### src/rtl/mac_operand_feeder.sv
// Operand feeder for the mac datapath: holds sample/coefficient banks and streams
// one frame of operand pairs per start request under a valid/ready handshake.
module mac_operand_feeder #(
    parameter int N_TAPS = 4,
    parameter int DATA_W = 8,
    parameter int ADDR_W = 2
) (
    input  logic              clk,
    input  logic              rst_n,
    input  logic              start,
    input  logic              cfg_we,
    input  logic              cfg_sel,
    input  logic [ADDR_W-1:0] cfg_addr,
    input  logic [DATA_W-1:0] cfg_wdata,
    output logic [DATA_W-1:0] a_out,
    output logic [DATA_W-1:0] b_out,
    output logic              op_valid,
    input  logic              op_ready,
    output logic              op_clear,
    output logic              op_last,
    output logic              busy,
    output logic              done
);

    typedef enum logic [1:0] {IDLE, ISSUE, DONE} state_e;

    localparam logic [ADDR_W-1:0] LAST_IDX = ADDR_W'(N_TAPS - 1);

    state_e            state_q;
    logic [ADDR_W-1:0] idx_q;
    logic [ADDR_W-1:0] idx_d;
    logic [DATA_W-1:0] a_q, b_q;
    logic [DATA_W-1:0] nextA_d, nextB_d;
    logic              valid_q, busy_q, done_q;
    logic [DATA_W-1:0] sample_q [N_TAPS];
    logic [DATA_W-1:0] coef_q   [N_TAPS];

    // Addresses at or beyond N_TAPS match no entry, so they fall away naturally.
    always_ff @(posedge clk or negedge rst_n) begin
        if (!rst_n) begin
            for (int i = 0; i < N_TAPS; i++) begin
                sample_q[i] <= '0;
                coef_q[i]   <= '0;
            end
        end else if (cfg_we && !busy_q) begin
            for (int i = 0; i < N_TAPS; i++) begin
                if (cfg_addr == ADDR_W'(i)) begin
                    if (cfg_sel) coef_q[i]   <= cfg_wdata;
                    else         sample_q[i] <= cfg_wdata;
                end
            end
        end
    end

    always_comb begin
        idx_d   = idx_q + 1'b1;
        nextA_d = '0;
        nextB_d = '0;
        for (int i = 0; i < N_TAPS; i++) begin
            if (idx_d == ADDR_W'(i)) begin
                nextA_d = sample_q[i];
                nextB_d = coef_q[i];
            end
        end
    end

    // Pair registers only move on a handshake, which gives the stall hold for free.
    always_ff @(posedge clk or negedge rst_n) begin
        if (!rst_n) begin
            state_q <= IDLE;
            idx_q   <= '0;
            a_q     <= '0;
            b_q     <= '0;
            valid_q <= 1'b0;
            busy_q  <= 1'b0;
            done_q  <= 1'b0;
        end else begin
            case (state_q)
                IDLE: begin
                    done_q <= 1'b0;
                    if (start) begin
                        state_q <= ISSUE;
                        idx_q   <= '0;
                        a_q     <= sample_q[0];
                        b_q     <= coef_q[0];
                        valid_q <= 1'b1;
                        busy_q  <= 1'b1;
                    end
                end
                ISSUE: begin
                    if (op_ready) begin
                        if (idx_q == LAST_IDX) begin
                            state_q <= DONE;
                            valid_q <= 1'b0;
                            done_q  <= 1'b1;
                        end else begin
                            idx_q <= idx_d;
                            a_q   <= nextA_d;
                            b_q   <= nextB_d;
                        end
                    end
                end
                DONE: begin
                    state_q <= IDLE;
                    done_q  <= 1'b0;
                    busy_q  <= 1'b0;
                end
                default: begin
                    state_q <= IDLE;
                    valid_q <= 1'b0;
                    busy_q  <= 1'b0;
                    done_q  <= 1'b0;
                end
            endcase
        end
    end

    assign a_out    = a_q;
    assign b_out    = b_q;
    assign op_valid = valid_q;
    assign busy     = busy_q;
    assign done     = done_q;
    assign op_clear = valid_q && (idx_q == '0);
    assign op_last  = valid_q && (idx_q == LAST_IDX);

endmodule

### config.mk
export PLATFORM = sky130hd
export DESIGN_NAME = mac_operand_feeder
export DESIGN_NICKNAME = d
export VERILOG_FILES = /design/src/rtl/mac_operand_feeder.sv
export SDC_FILE = /design/constraint.sdc
export NUM_CORES = 1
export LEC_CHECK = 0
export ABC_CLOCK_PERIOD_IN_PS = 3300
export CAP_MARGIN = 20
export CORE_UTILIZATION = 61
export DETAILED_ROUTE_END_ITERATION = 7
export HOLD_SLACK_MARGIN = 0.12
export PLACE_DENSITY = 0.84
export SKIP_LAST_GASP = 1
export SLEW_MARGIN = 20
export SYNTH_ARGS = -nofsm -noshare
export SYNTH_HDL_FRONTEND = slang
export SYNTH_SLANG_ARGS = --single-unit
### constraint.sdc
create_clock -name clk -period 3.3 [get_ports clk]
set_clock_uncertainty 0.05 [all_clocks]
set_input_delay 0.66 -clock clk [delete_from_list [all_inputs] [get_ports clk]]
set_output_delay 0.66 -clock clk [all_outputs]
set_load 0.1 [all_outputs]
# Yosys cells after proc, flatten, opt, wreduce, memory -nomap -nowiden

Cells that the tools add are included.

Input bits: 16
Word-level logic and storage cells: 86
Output and inout bits: 21
Flip-flop bits (word level): 87

Reduce and logical (&&, ||, !) cells: 22
Mux-type cells: 32
Bitwise gates (word level): 3
Eq/ne operators: 13
Add/sub/neg operators: 1

Operators with widths:

| operator              | number |
|---|---|
| $mux W8               | 14 |
| $pmux W8 S2           | 2 |
| $reduce_and A3 Y1     | 9 |
| $eq A2 B2 Y1 const B  | 6 |
| $mux W2               | 6 |
| $logic_not A2 Y1      | 4 |
| $ne A2 B2 Y1 const B  | 4 |
| $pmux W2 S2           | 2 |
| $reduce_and A4 Y1     | 2 |
| $eq A2 B1 Y1 const B  | 3 |
| $mux W1               | 6 |
| $reduce_and A2 Y1     | 2 |
| $logic_and A1 B1 Y1   | 3 |
| $not A1 Y1            | 3 |
| $pmux W1 S3           | 1 |
| $add A2 B1 Y2 const B | 1 |
| $pmux W1 S2           | 1 |
| $reduce_bool A2 Y1    | 1 |
| $logic_not A1 Y1      | 1 |

# Logic depth before layout (Yosys ltp)

Depth in word-level cells: 9
Depth in mapped cells: 8
Depth with buffers taken out: 6

# Worst setup path after synthesis

No wires, ideal clock.

Path type: flip-flop to output port
From: register valid_q (netlist: op_valid)
To: output op_clear
Stages on the path, launching flop included: 2
Buffers on the path: 0
Data required time: 2.590 ns
Path slack: 0.782 ns
Arrival: 1.808 ns
Path through: dfrtp_1 -> and2_1

Cells in the longest elaborated chain, start to end: 1

Ends and longest elaborated chain:

| element                | line | RTL |
|---|---|---|
| start, declared        | 34   | `logic valid_q, busy_q, done_q;` |
| start signal, assigned | 74   | `valid_q <= 1'b0;` |
| start signal, assigned | 86   | `valid_q <= 1'b1;` |
| start signal, assigned | 94   | `valid_q <= 1'b0;` |
| $logic_and A1 B1 Y1    | 123  | `assign op_clear = valid_q && (idx_q == '0);` |
| end, declared          | 19   | `output logic op_clear,` |

Every way passes these cells.

# Final worst setup path

From: register idx_q[0]
To: register b_q[5] (netlist: b_out[5])

Cells in the longest elaborated chain, start to end: 9
Elaborated cells between the ends (all ways): 15
Classes of those cells: add/sub (1); eq/ne (5); mux (7); reduce/logical (2)

Ends and longest elaborated chain:

| element                | line | RTL |
|---|---|---|
| start, declared        | 30   | `logic [ADDR_W-1:0] idx_q;` |
| start signal, assigned | 97   | `idx_q <= idx_d;` |
| $add A2 B1 Y2          | 56   | `idx_d = idx_q + 1'b1;` |
| $logic_not A2 Y1       | 60   | `if (idx_d == ADDR_W'(i)) begin` |
| $mux W8 (4 in series)  | 60   |  |
| $mux W8                | 92   | `if (idx_q == LAST_IDX) begin` |
| $mux W8                | 91   | `if (op_ready) begin` |
| $pmux W8 S2            | 78   | `case (state_q)` |
| end signal, assigned   | 85   | `b_q <= coef_q[0];` |
| end signal, assigned   | 99   | `b_q <= nextB_d;` |
| end, declared          | 32   | `logic [DATA_W-1:0] a_q, b_q;` |

Parallel ways exist; a longest one is shown, timed or not. The select of a mux whose other input is x is not followed.
A chain may end at the register's enable or synchronous reset.

==> impl_metrics.tcl <==
set metrics [dict create \
    outcome "finished clean" \
    grt_pass1_vias 2797 \
    antenna_found_initial 0 \
    cts.repair.resized 0 \
    wl_um 8560 \
    p_per_area_mw_per_mm2 1110 \
    diodes 0 \
    synth-xor-area-share 0 \
    grt_max_degree 88 \
    start_kind "flip-flop" \
    max-slew-margin-rel 0.300 \
    clk_latency_ps 360 \
    synth_simple_gate_area_frac 0.0764 \
    dr.pass1.iters 4 \
    synthFlopType "dfrtp_1" \
    fillers 432 \
    postSynthNetCount 335 \
    cts.path.max_buffers 2 \
    fin_crit_sh 0.781 \
    fin_setup_tns_ps 0 \
    synth_top_family_by_area "multiplexers" \
    coreArea_mm2 0.00635 \
    use_met2 0.391 \
    hold_class "input port to async pin" \
    maxCapViolations 0 \
    ioPinCount 37 \
    yosysTopAreaCell "dfrtp_1" \
    dieHeight_um 83.0 \
    wl_per_cell_um 20.0 \
    syn2layout_area_growth_pct 13.9 \
    synth_area_per_cell_um2 12.8 \
    portBuffers 36 \
    async_flop_share 1.00 \
    hold_violations 0 \
    grt_pass1_wl_um 14100 \
    rsz0062_at_grt "false" \
    gr-usage-all-layers 0.267 \
    ant_nets 0 \
    drcViolationCount 0 \
    yosysSeqAreaShare 0.545 \
    worstMarginPinSlew_ps 1050 \
    power_mw 5.06 \
    die_w_um 83.0 \
    start_util 0.630 \
    root_buffer "clkbuf_8" \
    drt-initial-drc-count 234 \
    cts_hold_buffers 0 \
    worstSetupEndpointType "flip-flop" \
    grt-busiest-layer "met2" \
    gp_congestion 0.771 \
    fmax_mhz 388 \
    cts_max_level 3 \
    synth_area_leaders "dfrtp_1 54%, mux2_2 18%, o221ai_1 3.5%" \
    path_class "flip-flop to flip-flop" \
    synth_cells 313 \
    arrival_ps 2830 \
    syn_area_mm2 0.00400 \
    yosys.area_share.adder 0.0188 \
    final_max_slew_viol_count 0 \
    synth_compound_area_frac 0.150 \
    fin_crit_ps 2580 \
    synth_seq_cells 87 \
    synth_warnings 0 \
    cts_tree "yes" \
    use_met3 0.0567 \
    ys_types 32 \
    setup_viol 0 \
    vdd_drop_max_v 0.00111 \
    num_rows 29 \
    synth_top_area_share 0.545 \
    cp_max_fo 18 \
    p_leak_nw 2.07 \
    clkSinkCount 87 \
    drive_above_1_share 0.337 \
    fin_util 0.717 \
    cp.required_ps 3550 \
    via_per_inst 6.44 \
    muxShareOfSynthArea 0.183 \
    clk_pin_slew_ps 90 \
    synth_most_common_cell "dfrtp_1" \
    hpwl_um 5760 \
    yosys-top-cells-count "87 x dfrtp_1, 64 x mux2_2, 20 x nand2_1" \
    grt_overflow_total 0 \
    post_cts.repair.setup_buffers 0 \
    cts_made_buffers 9 \
    die-area_mm2 0.00688 \
    met1_usage 0.386 \
    synth-edff-count 0 \
    fin_nets 367 \
    vias 2751 \
]
==> critical path: stages (launching register included) <==
cell     delay [ps]
dfrtp_1         450
inv_1           110
ha_1            420
nor2b_1         890
a22oi_1         220
a21oi_1         220
o22a_1          150
==> final timing paths <==
path | start | to | slack, ps | cells past startpoint
worst max-delay path | idx_q[0] | b_out[5] | 720 | 6
worst min-delay path | rst_n | a_out[1] | 260 | 1
worst max register to register | idx_q[0] | b_out[5] | 720 | 6
worst min register to register | coef_q[15] | coef_q[15] | 450 | 1
max in group asynchronous | rst_n | a_out[6] | 2360 | 1
min in group clk | coef_q[15] | coef_q[15] | 450 | 1
==> logic make-up after synthesis <==
| family | after synthesis |
|---|---|
| fa+ha+maj | 6 |
| mux | 65 |
| compound gates | 86 |
| simple gates | 45 |
| flops | 87 |
| buf+inv | 24 |
==> cell usage in the layout, fill, tap and decap left out, drive strengths merged <==
master / count
buf: 25
nand2b: 2
nand2: 21
clkdlybuf4s50: 14
nand4: 2
nor2b: 1
nor4: 2
dfrtp: 87
inv: 6
a22oi: 15
o221ai: 16
nor2: 6
clkinvlp: 2
nor3b: 1
clkbuf: 10
nor4b: 1
clkinv: 2
nand3b: 2
o22a: 16
mux2: 65
nand3: 4
and2: 2
o21ai: 18
a31oi: 1
a21oi: 20
bufinv: 2
ha: 6
and2b: 1
==> per-stage QoR <==
stage               cells  area (um^2)  hold WS (ps)  worst slack [ps]
finish                427         4550           261               722
global route          427         4550           360               530
global placement      411         4340           421               625
detailed placement    411         4340           429               646
floorplan             313         4000           314               782
CTS                   427         4550           448               791
==> final cells by class <==
type | count | area (um^2) | area share
tap | 77 | 96.3 | 0.0212
multi-input combinational | 202 | 1710 | 0.376
timing repair buffer | 39 | 332 | 0.0728
clock inverter | 6 | 85.1 | 0.0187
inverter | 6 | 22.5 | 0.00495
clock buffer | 10 | 128 | 0.0280
sequential | 87 | 2180 | 0.478
==> registers in the layout, summed over array words and instances (netlist names) <==
| signal | flops |
|---|---|
| b_out | 8 |
| state_q | 2 |
| a_out | 8 |
| busy | 1 |
| sample_q | 32 |
| idx_q | 2 |
| done | 1 |
| op_valid | 1 |
| coef_q | 32 |
==> metal layers <==
| metal | vias to the layer above | routed length, um |
|---|---|---|
| met2 | 82 | 3790 |
| met5 | - | 0 |
| li1 | 1238 | - |
| met1 | 1413 | 4060 |
| met4 | 0 | 216 |
| met3 | 18 | 487 |
==> power by group <==
part	total (mW)	internal, mW	switching (mW)
Clock	0.798	0.424	0.374
Combinational	2.52	0.795	1.72
Sequential	1.74	1.47	0.274
Power figures use the tool's default switching activity.
